## config.mk

```make
export PLATFORM = sky130hd
export DESIGN_NAME = keypad_scan_ctrl
export DESIGN_NICKNAME = d
export VERILOG_FILES = /design/src/rtl/keypad_scan_ctrl.sv
export SDC_FILE = /design/constraint.sdc
export NUM_CORES = 1
export LEC_CHECK = 0
export CAP_MARGIN = 20
export CORE_MARGIN = 3
export CORE_UTILIZATION = 53
export DETAILED_ROUTE_END_ITERATION = 10
export GPL_ROUTABILITY_DRIVEN = 1
export PLACE_DENSITY = 0.76
export SYNTH_ARGS = -nofsm -noshare
export SYNTH_HDL_FRONTEND = slang
export SYNTH_SLANG_ARGS = --single-unit
```

## constraint.sdc

```tcl
create_clock -name clk -period 2.3 [get_ports clk]
set_input_delay 0.46 -clock clk [delete_from_list [all_inputs] [get_ports clk]]
set_output_delay 0.46 -clock clk [all_outputs]
set_load 0.005 [all_outputs]
```

## src/rtl/keypad_scan_ctrl.sv

```systemverilog
// rtl/keypad_scan_ctrl.sv - 4x4 keypad column scanner with press/release debounce
// One column is driven low at a time; a single accepted key yields one new_hex interval.
module keypad_scan_ctrl #(
    parameter int SCAN_CYCLES     = 4800,
    parameter int DEBOUNCE_CYCLES = 20000
) (
    input  logic       clk,
    input  logic       reset,
    input  logic [3:0] rows,
    output logic [3:0] cols,
    output logic       new_hex,
    output logic [3:0] hex
);

    localparam int MAX_CYCLES = (SCAN_CYCLES > DEBOUNCE_CYCLES) ? SCAN_CYCLES : DEBOUNCE_CYCLES;
    localparam int CW         = $clog2(MAX_CYCLES);
    localparam logic [CW-1:0] SCAN_LAST = CW'(SCAN_CYCLES - 1);
    localparam logic [CW-1:0] DB_LAST   = CW'(DEBOUNCE_CYCLES - 1);

    typedef enum logic [1:0] {
        SCAN       = 2'd0,
        PRESS_DB   = 2'd1,
        HELD       = 2'd2,
        RELEASE_DB = 2'd3
    } state_t;

    state_t        state_q, state_d;
    logic [3:0]    sync1_q, rows_s_q;
    logic [1:0]    col_q, col_d;
    logic [CW-1:0] cnt_q, cnt_d;
    logic [1:0]    lrow_q, lrow_d;
    logic [1:0]    lcol_q, lcol_d;
    logic [3:0]    hex_q, hex_d;
    logic          new_hex_q, new_hex_d;

    logic [3:0]    low_n;
    logic          one_low;
    logic [1:0]    low_idx;
    logic          pat_match;

    function automatic logic [3:0] key_code(input logic [1:0] r, input logic [1:0] c);
        logic [3:0] code;
        case ({r, c})
            4'b00_00: code = 4'h1;
            4'b00_01: code = 4'h2;
            4'b00_10: code = 4'h3;
            4'b00_11: code = 4'hA;
            4'b01_00: code = 4'h4;
            4'b01_01: code = 4'h5;
            4'b01_10: code = 4'h6;
            4'b01_11: code = 4'hB;
            4'b10_00: code = 4'h7;
            4'b10_01: code = 4'h8;
            4'b10_10: code = 4'h9;
            4'b10_11: code = 4'hC;
            4'b11_00: code = 4'hE;
            4'b11_01: code = 4'h0;
            4'b11_10: code = 4'hF;
            default:  code = 4'hD;
        endcase
        return code;
    endfunction

    always_ff @(posedge clk or posedge reset) begin
        if (reset) begin
            sync1_q   <= 4'hF;
            rows_s_q  <= 4'hF;
            state_q   <= SCAN;
            col_q     <= 2'd0;
            cnt_q     <= '0;
            lrow_q    <= 2'd0;
            lcol_q    <= 2'd0;
            hex_q     <= 4'h0;
            new_hex_q <= 1'b0;
        end else begin
            sync1_q   <= rows;
            rows_s_q  <= sync1_q;
            state_q   <= state_d;
            col_q     <= col_d;
            cnt_q     <= cnt_d;
            lrow_q    <= lrow_d;
            lcol_q    <= lcol_d;
            hex_q     <= hex_d;
            new_hex_q <= new_hex_d;
        end
    end

    // A key is only latched when exactly one row reads low on the sample cycle.
    always_comb begin
        low_n   = ~rows_s_q;
        one_low = (low_n != 4'h0) && ((low_n & (low_n - 4'd1)) == 4'h0);
        low_idx = 2'd0;
        case (low_n)
            4'b0010: low_idx = 2'd1;
            4'b0100: low_idx = 2'd2;
            4'b1000: low_idx = 2'd3;
            default: low_idx = 2'd0;
        endcase
        pat_match = (rows_s_q == ~(4'b0001 << lrow_q));
    end

    always_comb begin
        state_d   = state_q;
        col_d     = col_q;
        cnt_d     = cnt_q;
        lrow_d    = lrow_q;
        lcol_d    = lcol_q;
        hex_d     = hex_q;
        new_hex_d = new_hex_q;
        case (state_q)
            SCAN: begin
                new_hex_d = 1'b0;
                if (cnt_q == SCAN_LAST) begin
                    cnt_d = '0;
                    if (one_low) begin
                        lrow_d  = low_idx;
                        lcol_d  = col_q;
                        state_d = PRESS_DB;
                    end else begin
                        col_d = col_q + 2'd1;
                    end
                end else begin
                    cnt_d = cnt_q + CW'(1);
                end
            end
            PRESS_DB: begin
                if (!pat_match) begin
                    state_d = SCAN;
                    col_d   = col_q + 2'd1;
                    cnt_d   = '0;
                end else if (cnt_q == DB_LAST) begin
                    state_d   = HELD;
                    cnt_d     = '0;
                    hex_d     = key_code(lrow_q, lcol_q);
                    new_hex_d = 1'b1;
                end else begin
                    cnt_d = cnt_q + CW'(1);
                end
            end
            HELD: begin
                new_hex_d = 1'b1;
                if (rows_s_q[lrow_q]) begin
                    cnt_d   = '0;
                    state_d = RELEASE_DB;
                end
            end
            RELEASE_DB: begin
                if (!rows_s_q[lrow_q]) begin
                    state_d = HELD;
                end else if (cnt_q == DB_LAST) begin
                    state_d   = SCAN;
                    new_hex_d = 1'b0;
                    col_d     = col_q + 2'd1;
                    cnt_d     = '0;
                end else begin
                    cnt_d = cnt_q + CW'(1);
                end
            end
            default: begin
                state_d   = SCAN;
                new_hex_d = 1'b0;
                cnt_d     = '0;
            end
        endcase
    end

    assign cols    = ~(4'b0001 << col_q);
    assign new_hex = new_hex_q;
    assign hex     = hex_q;

endmodule

```

==> metrics.md, run 1 <==
| Metric | Value |
|---|---|
| Status | `completed` |
| Mean Syn Cell Area | `9.992 um2` |
| Hold path startpoint | `sync1_q[1]$_DFF_PP1_` |
| PnR worst setup slack | `0.08176 ns` |
| CP peak stage delay | `0.45 ns` |
| Most frequent cells in the layout | `dfrtp_1 (28), nand2_1 (23), buf_4 (19)` |
| Sink Count | `36` |
| Yosys top cell by area | `dfrtp_1` |
| Least-Margin Pin Slew | `around 0.44 ns` |
| Crit-path max FO | `5` |
| DRT Pass-1 Iters | `4` |
| Die width | `69.52 um` |
| Placed inst area | `0.002405 mm2` |
| Pwr Total | `between 0.001 and 0.0015 W` |
| Overflow after GRT | `0` |
| Power per cell area | `480.4 mW/mm2` |
| WHS | `0.3572 ns` |
| Number of global-route vias before repair | `1,512` |
| DRC Markers | `0` |
| TritonCTS Buffers | `5` |
| Total global-route track usage | `roughly 18%` |
| VDD IR max | `approximately 0.51 mV` |
| Final TNS setup | `0 ns` |
| Met2 Usage GRT | `26.80%` |
| CTS root buffer | `clkbuf_8` |
| Ant. Diodes | `0` |
| Max_cap viols | `0` |
| Final hold vios | `0` |
| Worst hold stages | `0` |
| Area delta synth->final | `20.25%` |
| Final Cycle Share | `96.45%` |
| H-tree Lvls | `2` |
| Worst-skew pair later-pin latency | `0.28 ns` |
| Global-route wire length before repair | `~7000 um` |
| FF-to-FF End | `cnt_q[14]$_DFFE_PP0P_` |
| R2r setup slk | `0.08 ns` |
| CTS Buffer Depth | `2` |
| Achievable frequency | `450.8 MHz` |
| Commonest non-fill, non-tap cell in the layout | `dfrtp_1` |
| Worst Hold Class | `reg -> reg` |
| Die H | `roughly 70 um` |
| Crit-path leading delay family | `simple AND/OR/NAND/NOR gates` |
| Vias/cell | `between 5 and 6` |
| Distinct cells, synth | `50` |
| Kind of critical path | `reg -> reg` |
| Proportion of layout cells with a drive suffix above 1 | `21.86%` |
| LEAKAGE | `1.195 nW` |
| CP required | `2.49 ns` |
| Clock transition at path regs | `0.07 ns` |
| Fin nets | `roughly 270` |
| Tmin final | `2.218 ns` |
| Ports | `15` |
| Design area | `0.002571 mm2` |
| Skew final | `between 0.006 and 0.007 ns` |
| CP Cell Sequence | `ha_1 > and4_4 > and4_1 > or3b_2 > o311a_4 > or2_4 > o311ai_4` |
| Starting Density | `approximately 57%` |
| Initial antenna violation count | `0` |
| Die ar. | `roughly 0.0048 mm2` |
| #FFs+latches synth | `36` |
| 1st-iter DRT viols | `88` |
| GRT busiest layer | `met2` |
| Post-Syn Instances | `214` |
| Synthesized area | `between 0.002 and 0.0025 mm2` |
| Fill cell count | `285` |
| Crit. End Element | `flop` |
| Async S/R FF share, synth | `between 90% and 100%` |
| Synth Flop Type | `dfrtp_1` |
| CP Launch Type | `flop` |
| GPL Wtd Cong | `between 0.8 and 0.9` |
| Number of enable flip-flop cells after synthesis | `0` |
| Antenna viol nets, final | `0` |
| Rows | `22` |
| DP HPWL | `2884 um` |
| Post-synth net total | `235` |
| Fin. max-slew vios | `0` |
| Synth area leaders | `dfrtp_1 (33%), dfstp_2 (9.8%), ha_1 (8.8%)` |
| Met3 Use GR | `roughly 4.8%` |
| Yosys warnings | `0` |
| Critical-path top delay cell | `or3b_2` |
| Hold-fix buffers, CTS | `0` |
| Met1 Use GR | `25.33%` |
| I/O Buffers | `14` |
| Total number of vias | `approximately 1,700` |
| Register area share after synthesis | `42.60%` |
| Relative slew slack | `70.92%` |
| Post-synth top area share | `32.77%` |
| R2r startpoint | `cnt_q[0]$_DFFE_PP0P_` |
| Worst Path Buf+Inv | `0` |
| Hold EP | `rows_s_q[1]$_DFF_PP1_` |
| Post-Place Setup Slack | `0.07148 ns` |
| Largest net degree at the start of global routing | `37` |
| WP data arrival | `2.41 ns` |
| Routed WL | `between 4000 and 5000 um` |
| TritonCTS clock tree | `built` |
| Core Box Area | `0.003771 mm2` |
| Final setup viols | `0` |
| Wirelength per Cell | `13.75 um` |
| Worst Reg-to-Reg Cells | `7` |
kinds of logic after synthesis:
logic type               after synthesis  synth area share (%)
AO/OA/AOI/OAI                         43                 14.75
XOR/XNOR                               6                 2.458
adder cells (fa/ha/maj)               15                 8.777
buffers and inverters                 22                 4.271
flip-flops                            36                 42.60
multiplexers                          11                 6.612
AND/OR/NAND/NOR                       81                 20.54
through the flow:
| step | std cells | utilization, % |
|---|---|---|
| final | 295 | 68.18 |
| after global routing | 295 | 68.18 |
| after CTS | 290 | 66.72 |
| after detailed placement | 282 | 63.77 |
| after global placement | 282 | 63.77 |
| after floorplan | 214 | - |
cells in the mapped netlist (3+ instances only):
cell type	count
dfrtp_1	28
a22o_1	5
nor2_1	10
nor2b_1	5
clkbuf_1	3
nand2_1	23
nand3b_1	3
buf_2	3
inv_1	14
xor2_1	4
dfstp_2	8
and3_1	5
mux2i_1	4
a2bb2oi_1	3
nand4_1	3
ha_1	15
mux2_2	5
a21oi_1	7
o21ai_0	12
nand3_1	11
nor3_1	4
o31ai_1	3
layer usage:
metal / vias up / part of all wire, %
li1: 825 / -
met2: 37 / 45
met1: 799 / 48
met3: 5 / 5.1
met5: - / 0
met4: 0 / 1.3
cell type report:
| type | instances | area (um2) | share of cell area (%) |
|---|---|---|---|
| multi-input combinational | 156 | 1154 | 44.87 |
| sequential | 36 | 910.9 | 35.43 |
| timing repair buffer | 33 | 282.8 | 11.00 |
| clock buffer | 5 | 68.82 | 2.676 |
| tap | 48 | 60.06 | 2.336 |
| inverter | 14 | 52.55 | 2.044 |
| clock inverter | 3 | 42.54 | 1.654 |
worst max path at each step:
stage | from | to | slack [ns] | cells past startpoint
after CTS | cnt_q[0]$_DFFE_PP0P_ | cnt_q[14]$_DFFE_PP0P_ | 0.06 | 7
final | cnt_q[0]$_DFFE_PP0P_ | cnt_q[14]$_DFFE_PP0P_ | 0.08 | 7
after global placement | rows_s_q[1]$_DFF_PP1_ | cnt_q[14]$_DFFE_PP0P_ | 0.11 | 6
after floorplan | cnt_q[0]$_DFFE_PP0P_ | cnt_q[14]$_DFFE_PP0P_ | 0.002 | 8
after detailed placement | rows_s_q[3]$_DFF_PP1_ | cnt_q[14]$_DFFE_PP0P_ | 0.07 | 6
after global routing | cnt_q[6]$_DFFE_PP0P_ | new_hex$_DFFE_PP0P_ | -0.005 | 7
report_power, final:
part           leakage (nW)  switching (W)  total (W)  internal, W
Sequential            0.461     0.00000543   0.000651     0.000646
Combinational         0.680      0.0000226  0.0000415    0.0000189
Clock                0.0541       0.000222   0.000542     0.000320
state kept, by name, summed over array words and instances (netlist names):
signal / count
hex: 4
col_q: 2
lcol_q: 2
state_q: 2
lrow_q: 2
sync1_q: 4
new_hex: 1
cnt_q: 15
rows_s_q: 4
worst register-to-register path: stages (launching register included):
cell and delay (ns):
dfrtp_1 0.41, ha_1 0.22, and4_4 0.19, and4_1 0.15, or3b_2 0.45, o311a_4 0.16
or2_4 0.30, o311ai_4 0.25
timing repair:
| item | in CTS | in global routing |
|---|---|---|
| gates resized for setup | 0 | 3 |
| buffers inserted | 0 | 5 |
| endpoints found under the setup margin | 0 | 6 |
Note: power is estimated with default switching activity, not from simulation.
==> inputs of run 2 (changes only) <==
Settings changed: CAP_MARGIN 20 to 10.
==> results of run 2 <==
Same layout as run 1: the final DEF is identical, and so are final timing and power.
==> RTL edit 1: new RTL, config.mk and constraints of run 2 <==
Set the parameter `SCAN_CYCLES` to 9600 (it was 4800).
--- a/src/rtl/keypad_scan_ctrl.sv
+++ b/src/rtl/keypad_scan_ctrl.sv
@@ -1,7 +1,7 @@
 // rtl/keypad_scan_ctrl.sv - 4x4 keypad column scanner with press/release debounce
 // One column is driven low at a time; a single accepted key yields one new_hex interval.
 module keypad_scan_ctrl #(
-    parameter int SCAN_CYCLES     = 4800,
+    parameter int SCAN_CYCLES     = 9600,
     parameter int DEBOUNCE_CYCLES = 20000
 ) (
     input  logic       clk,
Behaviour: no difference found for any inputs over 10 cycles, from zero or initial values and one cycle with reset high; that may be too few to reach the edited logic, so the function may still have changed.
==> RTL edit 1 against run 2 <==
The flow now finishes with violations (negative setup slack); power decreased by 3.6%; final cell count increased by 5.4%; routed wire length increased by 17%; cell area increased by 4.3%; sequential cell count unchanged; synthesized area decreased by 1.1%; critical path depth unchanged; worst setup slack got worse by 150 ps; critical endpoint is now cnt_q[13]; highest routed layer unchanged.
==> RTL edit 1: results (changes against run 2) <==
- Wire length of the first global-routing pass: 8100 um (was 7020 um)
- Leading post-synthesis cells by instance count: sky130_fd_sc_hd__dfrtp_1, sky130_fd_sc_hd__nand2_1, sky130_fd_sc_hd__o21ai_0 (was sky130_fd_sc_hd__dfrtp_1, sky130_fd_sc_hd__nand2_1, sky130_fd_sc_hd__ha_1).
- Commonest register cell after synthesis: sky130_fd_sc_hd__dfrtp_1 (unchanged)
- Run status: complete, but fails checks (was finished clean)
- Worst r2r dst: cnt_q[13] (was cnt_q[14])
- Net count of the finished layout: 283 (was 267)
- The worst clock skew is 9.79 ps (was 6.62 ps).
- The worst-case register-to-register setup slack is -70 ps (was 80 ps).
* Placement Cell Area: 0.00248 mm2 (was 0.00240 mm2)
* Worst supply voltage drop on vdd: 0.400 mV (was 0.510 mV)
* Largest cells by area after synthesis: sky130_fd_sc_hd__dfrtp_1, sky130_fd_sc_hd__dfstp_2, sky130_fd_sc_hd__ha_1 (unchanged)
- GRT Resource Usage Total: 20.8% (was 18.0%)
- The number of distinct standard cells referenced by the synthesized netlist came to 49 (was 50).
- Violated checks: negative setup slack
* Hold path endpoint: rows_s_q[3] (was rows_s_q[1])
* Final HPWL from detailed placement: 3270 um (was 2880 um)
* Hold path startpoint: sync1_q[3] (was sync1_q[1])
- The critical register-to-register path startpoint was rows_s_q[1] (was cnt_q[0]).
* Last weighted congestion value of the routability-driven placer: 0.839 (about the same)
- Net count after synthesis: 238 (was 235)
- The minimum setup slack after placement was -128 ps (was 71.5 ps).
- Worst setup margin: -71.7 ps (was 81.8 ps)
* DR vias: 1806 (was 1666)
- The post-route setup TNS is -186 ps (was 0 ps).
- The proportion of synthesized chip area in sequential cells is 43.1% (was 42.6%).
- The number of antenna violations at the first check in global routing came to 0 (unchanged).
- The worst hold-check slack came to 359 ps (was 357 ps).
- The average detailed-routed wire length per instance is 15.2 um (was 13.7 um).
* DP Cell Count: 299 (was 282)
- The critical path data arrival time was 2570 ps (was 2410 ps).
* Fraction of final layout cells sized beyond drive strength 1: 24.3% (was 21.9%)
- Synthesized instance count: 217 (was 214)
- The final number of setup-violating endpoints is 6 (was 0).
- Largest fanout on the critical path: 4 (was 5)
RTL edit 1: worst max path at each step:
| stage | from | to | slack (ps) | depth (start not counted) |
|---|---|---|---|---|
| 2_1_floorplan | rows_s_q[1] | cnt_q[13] | 80 | 6 |
| 3_5_place_dp | rows_s_q[1] | cnt_q[5] | -130 | 7 |
| 3_3_place_gp | rows_s_q[1] | cnt_q[13] | -40 | 7 |
| 6_report | rows_s_q[1] | cnt_q[13] | -70 | 7 |
| 5_1_grt | rows_s_q[1] | cnt_q[13] | -150 | 7 |
| 4_1_cts | rows_s_q[1] | cnt_q[13] | -40 | 7 |
RTL edit 1: where the power goes:
| part | leakage (nW) | total (mW) | internal [mW] | switching, mW |
|---|---|---|---|---|
| Combinational | 0.654 | 0.0444 | 0.0197 | 0.0247 |
| Clock | 0.0515 | 0.494 | 0.273 | 0.221 |
| Sequential | 0.461 | 0.652 | 0.646 | 0.00635 |
| Total | 1.17 | 1.19 | 0.939 | 0.252 |
RTL edit 1: critical path: stages, from the launching register on:
cell                        delay, ps
sky130_fd_sc_hd__dfstp_2          530
sky130_fd_sc_hd__or3b_1           360
sky130_fd_sc_hd__a211o_1          330
sky130_fd_sc_hd__a2111oi_4        310
sky130_fd_sc_hd__nor3_2           120
sky130_fd_sc_hd__buf_4            150
sky130_fd_sc_hd__or2_4            250
sky130_fd_sc_hd__o311ai_4         240
RTL edit 1: logic make-up (layout without fill, tap and decap cells):
kind of cell,Yosys count,count (layout),share of synthesized area [%]
XOR/XNOR,3,3,1.24
multiplexers,11,11,6.03
buffers and inverters,20,66,3.61
adder cells (fa/ha/maj),15,15,8.87
AO/OA/AOI/OAI,56,56,17.7
AND/OR/NAND/NOR,76,76,19.5
flip-flops,36,36,43.1
RTL edit 1: routing by layer:
| layer | wire, um | share of wire [%] | global-route usage, % | up-vias |
|---|---|---|---|---|
| met3 | 249 | 5.3 | 5.36 | 8 |
| met2 | 2360 | 50 | 33.4 | 54 |
| met1 | 2060 | 44 | 26.5 | 865 |
| met4 | 54 | 1.1 | 8.68 | 0 |
| li1 | - | - | - | 879 |
| met5 | 0 | 0 | 0 | - |
RTL edit 1: layout make-up:
class	instances	area, um2	share of cell area [%]
Multi-Input combinational cell	161	1200	44.6
Timing Repair Buffer	43	358	13.3
Inverter	15	56.3	2.10
Tap cell	48	60.1	2.24
Sequential cell	36	911	34.0
Clock buffer	8	100	3.73
RTL edit 1: repair_timing:
item	in CTS	in global routing
setup endpoints to repair	11	19
setup buffers	3	1
gates resized for setup	2	14
pin swaps	1	4
endpoints found under the hold margin	0	0
==> RTL edit 2: new RTL, config.mk and constraints of run 2 <==
Without the edit above. Reset style: synchronous (`reset`), changed in one clocked block.
--- a/src/rtl/keypad_scan_ctrl.sv
+++ b/src/rtl/keypad_scan_ctrl.sv
@@ -61,7 +61,7 @@
         return code;
     endfunction
 
-    always_ff @(posedge clk or posedge reset) begin
+    always_ff @(posedge clk) begin
         if (reset) begin
             sync1_q   <= 4'hF;
             rows_s_q  <= 4'hF;
Formal check against the unedited RTL: no difference found for any inputs over 10 cycles, from zero or initial values and one cycle with reset high; that may be too few to reach the edited logic, so the function may still have changed.
==> RTL edit 2 against run 2 <==
Maximum frequency shrank 2.7%; sequential cell count is the same; cell area shrank 1.9%; worst setup slack lost 61 ps; global-route usage grew 0.92 points; routed wire length shrank 1.9%; power grew 0.57%; combinational power grew 29%; synthesized area shrank 3.8%; critical path type unchanged; largest cell class unchanged.
==> RTL edit 2: results (changes against run 2) <==
* Run status: finished clean (unchanged)
- Clock Power Share: 43.8% (was 43.9%)
- The total number of multi-input combinational cells is 167 (was 156).
* Final HPWL from detailed placement: 2870 um (was 2880 um)
- The detailed-routed wire length on met3 is 155 um (was 207 um).
- The final-stage net count is 282 (was 267).
- The global routing met3 resource utilization came to 5.42% (was 4.78%).
* DR WL met2: 1790 um (was 1830 um)
* Portion of the layout cell area used by clock cells: 4.42% (was 4.33%)
* Largest cells by area after synthesis: sky130_fd_sc_hd__dfxtp_1, sky130_fd_sc_hd__ha_1, sky130_fd_sc_hd__mux2i_1 (was sky130_fd_sc_hd__dfrtp_1, sky130_fd_sc_hd__dfstp_2, sky130_fd_sc_hd__ha_1)
- Slew @ Worst Pin: 414 ps (was 436 ps)
* Worst supply voltage drop on vdd: 0.489 mV (was 0.510 mV)
- The post-layout instance count excluding filler cells is 310 (was 295).
- The proportion of synthesized chip area in sequential cells was 35.0% (was 42.6%).
- Wire length of the first global-routing pass: 6600 um (was 7020 um)
- Leading post-synthesis cells by instance count: sky130_fd_sc_hd__dfxtp_1, sky130_fd_sc_hd__nor3_1, sky130_fd_sc_hd__ha_1 (was sky130_fd_sc_hd__dfrtp_1, sky130_fd_sc_hd__nand2_1, sky130_fd_sc_hd__ha_1).
- GRT Resource Usage Total: 18.9% (was 18.0%)
* Combinational Power: 0.0534 mW (was 0.0415 mW)
- The maximum number of pins on one net before global-route repair was 28 (was 37).
- The static leakage is 0.976 nW (was 1.20 nW).
- The met1 usage in global routing is 23.7% (was 25.3%).
* Met2 Track Usage GR: 30.3% (was 26.8%)
- The share of final-layout standard cells stronger than drive strength 1 came to 20.2% (was 21.9%).
- DR vias: 1692 (was 1666)
* Fraction of the mapped netlist area in compound gates: 11.7% (was 14.7%)
- The top flip-flop cell by instance count after synthesis is sky130_fd_sc_hd__dfxtp_1 (was sky130_fd_sc_hd__dfrtp_1).
* Last weighted congestion value of the routability-driven placer: 0.823 (was 0.839)
* Xor/xnor cell area share of the yosys netlist: 6.39% (was 2.46%)
- Largest fanout on the critical path: 2 (was 5)
- The sequential share of cell area came to 28.6% (was 35.4%).
- Arrival @ worst endpoint: 2460 ps (was 2410 ps)
- Share of flip-flops with an asynchronous set or reset: 0% (was 100%)
* Number of buffers other than clock buffers in the final layout: 38 (was 33)
* Number of inverters outside the clock class in the layout: 13 (was 14)
- The area share of fa/ha/maj cells after synthesis came to 9.12% (was 8.78%).
* Cell with the largest stage delay on the worst path: sky130_fd_sc_hd__or4b_4 (was sky130_fd_sc_hd__or3b_2)
==> RTL edit 2: changes by cell type after synthesis, moves of 6 or more <==
cell                       change
sky130_fd_sc_hd__or2_2         +7
sky130_fd_sc_hd__o21ai_0       -7
sky130_fd_sc_hd__nor3_1       +12
sky130_fd_sc_hd__dfrtp_1      -28
sky130_fd_sc_hd__dfxtp_1      +36
sky130_fd_sc_hd__mux2i_1       +6
sky130_fd_sc_hd__nand2_1      -10
sky130_fd_sc_hd__nand2b_1      +7
sky130_fd_sc_hd__dfstp_2       -8
==> RTL edit 2: worst paths after layout <==
| check | startpoint | slack [ps] | to | cells past startpoint |
|---|---|---|---|---|
| hold reg to reg | sync1_q[2] | 410 | rows_s_q[2] | 1 |
| setup / recovery | cnt_q[6] | 20 | col_q[0] | 5 |
| setup reg to reg | cnt_q[6] | 20 | col_q[0] | 5 |
| hold / removal | sync1_q[2] | 410 | rows_s_q[2] | 1 |
==> RTL edit 2: stage by stage <==
stage / cell area [um2] / TNS (ps) / total power [mW] / utilization, % / hold slack, ps
2_1_floorplan: 2060 / -84.0 / 0.691 / - / 389
3_3_place_gp: 2400 / -56.5 / 0.709 / 65.1 / 391
3_5_place_dp: 2400 / -95.3 / 0.712 / 65.1 / 393
4_1_cts: 2520 / 0 / 1.26 / 68.2 / 412
5_1_grt: 2520 / -62.4 / 1.29 / 68.4 / 427
6_report: 2520 / 0 / 1.24 / 68.4 / 410
==> RTL edit 2: timing repair <==
item | 4_1_cts | 5_1_grt
endpoints found under the hold margin | 0 | 0
resized for setup | 1 | 2
pin swaps | 1 | 0
cloned | 0 | 0
endpoints found under the setup margin | 2 | 12
==> RTL edit 2: worst max-delay path, delay by kind of cell (launching register included) <==
family,cells,cell delay (ps)
simple gates,3,1240
mux,1,340
flops,1,310
compound gates,1,280
